`config.mk`:
```
export PLATFORM = sky130hd
export DESIGN_NAME = decoder_4to16
export DESIGN_NICKNAME = d
export VERILOG_FILES = /design/src/rtl/decoder_4to16.sv
export SDC_FILE = /design/constraint.sdc
export NUM_CORES = 1
export LEC_CHECK = 0
export ABC_AREA = 1
export BUFFER_PORTS_ARGS = -buffer_cell sky130_fd_sc_hd__buf_2
export CORE_AREA = 2 2 39 41
export DETAILED_ROUTE_END_ITERATION = 8
export DIE_AREA = 0 0 41 43
export HOLD_SLACK_MARGIN = 0.05
export PLACE_DENSITY = 0.65
export RECOVER_POWER = 100
export SETUP_SLACK_MARGIN = 0.15
export SYNTH_ARGS = -nofsm -noshare
export SYNTH_HDL_FRONTEND = slang
export SYNTH_SLANG_ARGS = --single-unit
```
`constraint.sdc`:
```
create_clock -name clk -period 0.9 [get_ports clk]
set_input_delay 0.045 -clock clk [delete_from_list [all_inputs] [get_ports clk]]
set_output_delay 0.045 -clock clk [all_outputs]
set_load 0.01 [all_outputs]
```
`src/rtl/decoder_4to16.sv`:
```
// decoder_4to16 -- registered 4-to-16 one-hot decoder.
//
// Turns a 4-bit binary index into a one-hot select word for per-channel
// enable fan-out. The output is registered. While the decoder is disabled
// the output is forced to zero, so a stale decode is never held.
//
// Ports:
//   clk    in   1   system clock, rising edge
//   rst    in   1   synchronous active-high reset
//   en     in   1   decode enable for this cycle's sample
//   in     in   4   binary index 0..15
//   out    out  16  one-hot decode of the sampled index, or zero
//   valid  out  1   high when out holds the decode of an enabled sample
//
// Build option:
//   DECODER_4TO16_INPUT_REG_EN  adds an input register for en/in ahead of
//                               the decode. Latency becomes 2 instead of 1.
//                               Both stages are cleared by rst.

module decoder_4to16 (
  input  logic        clk,
  input  logic        rst,
  input  logic        en,
  input  logic [3:0]  in,
  output logic [15:0] out,
  output logic        valid
);

  // Sample that feeds the decode: either the raw ports or the input stage.
  logic       en_s;
  logic [3:0] in_s;

`ifdef DECODER_4TO16_INPUT_REG_EN
  logic       en_q;
  logic [3:0] in_q;

  always_ff @(posedge clk) begin
    if (rst) begin
      en_q <= 1'b0;
      in_q <= '0;
    end else begin
      en_q <= en;
      in_q <= in;
    end
  end

  assign en_s = en_q;
  assign in_s = in_q;
`else
  assign en_s = en;
  assign in_s = in;
`endif

  // One compare per output line. Each line matches exactly one index value,
  // so the word is one-hot by construction.
  logic [15:0] dec;

  for (genvar k = 0; k < 16; k++) begin : g_dec
    assign dec[k] = (in_s == 4'(k));
  end

  logic [15:0] out_d, out_q;
  logic        valid_d, valid_q;

  // Disabled samples produce an all-zero word rather than holding the last one.
  always_comb begin
    out_d   = en_s ? dec : '0;
    valid_d = en_s;
  end

  always_ff @(posedge clk) begin
    if (rst) begin
      out_q   <= '0;
      valid_q <= 1'b0;
    end else begin
      out_q   <= out_d;
      valid_q <= valid_d;
    end
  end

  assign out   = out_q;
  assign valid = valid_q;

endmodule

```
# --- Word level (Yosys, flattened, before mapping) ---
# Cells that the tools add are included.
totals:
  elab_cells: 20
  regBits: 17
  input_bits: 7
  output_inout_bits: 17
classes:
  bitwise: 1
  n_eq_ne: 15
  reduce_logical: 2
ops:
  columns: ["operator", "count"]
  rows:
  - ["$eq 4x4->1 const B", 8]
  - ["$eq 4x3->1 const B", 4]
  - ["$eq 4x2->1 const B", 2]
  - ["$eq 4x1->1 const B", 1]
  - ["$logic_not 4->1", 1]
  - ["$reduce_or 2->1", 1]
  - ["$not 1->1", 1]

# --- Logic depth before layout (Yosys ltp) ---
logic_depth:
  depth_word: 2
  depth_mapped: 4
  mapped_depth_nobuf: 4

# --- Least setup slack after synthesis ---
# OpenSTA, ideal clock, no wires.
synth_timing:
  kind: "input-to-reg"
  startpoint: "input port en"
  endpoint: "register out_q[0] (netlist: out[0])"
  slack_ns: 0.481
  arrival_ns: 0.355
  required_ns: 0.836
  path_buffers: 0
  setup_ns: 0.064
  stages: 4
  cell_sequence: "inv_1 > nor2_4 > nand2_1 > nor2_1"
synth_via:
  elab_chain_cells: 2
synth_rtl:
  columns: ["item", "line_no", "rtl"]
  rows:
  - ["start, declared", "23", "input logic en,"]
  - ["$not 1->1 (no line)", null, null]
  - ["$reduce_or 2->1 (no line)", null, null]
  - ["end signal, assigned", "76", "out_q <= out_d;"]
  - ["end, declared", "62", "logic [15:0] out_d, out_q;"]
# Every way passes these cells.
# A chain may end at the register's enable or synchronous reset.

# --- Worst setup path after layout ---
layout_timing:
  startpoint: "register out_q[14] (netlist: out[14])"
  endpoint: "output port out[14]"
layout_rtl:
  columns: ["item", "line_no", "rtl"]
  rows:
  - ["end, declared", "25", "output logic [15:0] out,"]
# No word-level cell between the ends.

==> summary.md <==
| Metric | Value |
|---|---|
| Post-synthesis cell count | `52` |
| Std-Cell Rows | `14` |
| GRT overflow | `0` |
| Cell family with the largest share of critical-path delay | `flip-flops` |
| Max-cap viol count | `0` |
| Placeable Area | `0.00138 mm^2` |
| Post-CTS Setup Repair Bufs | `0` |
| Total Wirelength | `862 um` |
| Clock Sinks | `17` |
| Most common cell after layout, fill and taps aside | `sky130_fd_sc_hd__nor2_1` |
| Clock power share | `31.5%` |
| Per-cell via count in the routed design | `approximately 4.3` |
| Levels on crit path | `1` |
| Cell count after placement | `91` |
| Crit path max fanout | `1` |
| Total leakage power | `0.289 nW` |
| VDD IR-drop max | `around 880 uV` |
| Total count of max-transition violations in the final report | `0` |
| Maximum root-to-sink buffer count | `2` |
| Final worst setup slack | `0.103 ns` |
| Chain of cells forming the critical path | `clkbuf_1` |
| Diode count | `0` |
| Final setup violation count | `0` |
| Average wire length per cell after detail routing | `8.98 um` |
| Result of the run | `completed` |
| Final GP Congestion | `0.762` |
| Root cell of the clock tree | `sky130_fd_sc_hd__clkbuf_4` |
| Total Die Area | `0.00176 mm^2` |
| Shortest period the worst path allows | `0.797 ns` |
| Final #Nets | `88` |
| Post-Synthesis Cell Area | `479 um^2` |
| Number of antenna violations at the first check in global routing | `0` |
| Share of the synthesized area in the top cell type | `71.0%` |
| Global-route wire length before repair | `1240 um` |
| Period utilization | `88.6%` |
| Switching power as a share of total power | `21.1%` |
| End point of the critical path | `out[14]` |
| Start-to-end type of the worst setup path | `reg2out` |
| Number of warnings reported in the yosys synthesis log | `0` |
| Cell taking the most area after synthesis | `sky130_fd_sc_hd__dfxtp_1` |
| Number of global-route vias before repair | `332` |
| Number of H-tree levels | `1` |
| Number of distinct library cell variants in the gate-level netlist after synthesis | `5` |
| CP Data Required Time | `0.85 ns` |
| Switching power | `0.000256 W` |
| Setup repair after global routing missed its margin | `true` |
| Cell with the biggest individual delay on the critical path | `sky130_fd_sc_hd__dfxtp_1` |
| Total CTS buffers | `3` |
| Leading cell types by total area after synthesis | `sky130_fd_sc_hd__dfxtp_1, sky130_fd_sc_hd__nor2_1, sky130_fd_sc_hd__nand2_1` |
| Flop and latch count out of synthesis | `17` |
| Hold Path Cell Cnt | `3` |
| Part of the Yosys area used for sequential elements | `71.0%` |
| Number of buffers and inverters on the critical path | `1` |
| I/O Pins | `24` |
| Setup_tns | `0 ns` |
| Number of detailed-routing iterations run before antenna repair | `4` |
| Clock transition time at the flip-flop clock pins of the worst setup and hold paths | `0.09 ns` |
| Part of the total power dissipated in sequential elements | `62.8%` |
| Arrival time of data at the critical path endpoint | `0.75 ns` |
| Slew margin rel. | `82.8%` |
| Final hold viol count | `0` |
| Fraction of power consumed by combinational cells | `under 10%` |
| Initial Utilization | `34.6%` |
| DRC violation count after routing | `0` |
| Type of the most critical hold path | `in2reg` |
| Critical Path Start | `out[14]` |
| Width of the chip | `41 um` |
| Count of antenna-violating nets left after detailed routing | `0` |
| DP HPWL | `around 670 um` |
| Die Ht | `between 40 and 50 um` |
| Most used cells in the layout excluding fill and tap cells | `sky130_fd_sc_hd__nor2_1, sky130_fd_sc_hd__dfxtp_1, sky130_fd_sc_hd__clkbuf_1` |
| Power density over the cells | `1910 mW/mm^2` |
| Largest net degree at the start of global routing | `10` |
| Worst-Margin Slew | `0.257 ns` |
| Total via count after detailed routing | `408` |
| DRC marker count from the first detailed-route iteration | `6` |
| Total of buffers placed on input and output ports | `23` |
| Cell internal power dissipation | `0.000959 W` |
| Critical Path Source Type | `flop` |
| Gr usage total | `11.6%` |
| Synthesized area per cell | `9.22 um^2` |
| Share of layout cells above drive strength 1 | `roughly 14%` |
| Final standard cell count with taps included and fillers excluded | `96` |
| Post-placement worst setup slack | `0.307 ns` |
| Synthesized netlist net count | `59` |
| Slowest Stage Delay on Critical Path | `0.32 ns` |
| Critical Path End Type | `output port` |
| Clock tree from TritonCTS | `done` |
| Fmax achieved | `1250 MHz` |
| Synthesis-to-layout area growth | `32.9%` |
repair_timing:
item	CTS	global route
setup endpoints to repair	17	17
hold endpoints to repair	1	0
pin swaps	0	0
resized for setup	0	4
hold buffers	1	0
state kept, by name, indices dropped and copies added, names as in the netlist:
| register | count |
|---|---|
| valid | 1 |
| out | 16 |
metrics by stage:
step	utilization (%)	hold WS [ns]	total power [W]	cell area (um^2)
floorplan	-	0.124	0.000817	479
global placement	44.4	0.246	0.000850	614
detailed placement	44.4	0.247	0.000852	614
CTS	47.0	0.0957	0.00123	651
global route	46.0	0.0910	0.00128	637
finish	46.0	0.0937	0.00121	637
layout make-up:
cell class	instances	area [um^2]
fillers	147	747
multi-input cells	29	109
repair buffers	24	119
well taps	16	20.0
flip-flops and latches	17	340
inverters	6	22.5
clock buffers	4	26.3
cells by family after synthesis:
kind of cell           after synthesis  synth area share, %
buffers and inverters                6                 4.70
DFF                                 17                 71.0
and+or+nand+nor                     29                 24.3
power by group through the flow:
stage | combinational, W | sequential, W | clock (W)
final | 0.0000687 | 0.000763 | 0.000383
after global routing | 0.0000770 | 0.000764 | 0.000437
after CTS | 0.0000744 | 0.000763 | 0.000393
after detailed placement | 0.0000711 | 0.000781 | 0
after global placement | 0.0000695 | 0.000781 | 0
after floorplan | 0.0000312 | 0.000786 | 0
cells in the mapped netlist:
| master | number |
|---|---|
| sky130_fd_sc_hd__nor2_1 | 19 |
| sky130_fd_sc_hd__dfxtp_1 | 17 |
| sky130_fd_sc_hd__nand2_1 | 9 |
| sky130_fd_sc_hd__inv_1 | 6 |
| sky130_fd_sc_hd__nor2_4 | 1 |
routing by layer:
layer | track usage [%] | share of wire (%) | wire length, um | up-vias
met2 | 15.0 | 45 | 387 | 22
met3 | 5.24 | 11 | 92 | 5
li1 | - | - | - | 207
met4 | 14.0 | 5.1 | 44 | 0
met1 | 11.6 | 39 | 337 | 174
met5 | 0 | 0 | 0 | -
worst min-delay path by stage:
stage | start | to
floorplan | rst | valid
global placement | rst | valid
detailed placement | rst | valid
CTS | in[2] | out[15]
global route | in[2] | out[13]
finish | in[2] | out[13]
worst min-delay path: cells and delay by family:
kind | cells | cell delay, ns
AND/OR/NAND/NOR | 2 | 0.18
buffers and inverters | 1 | 0.11
Power figures use the tool's default switching activity.
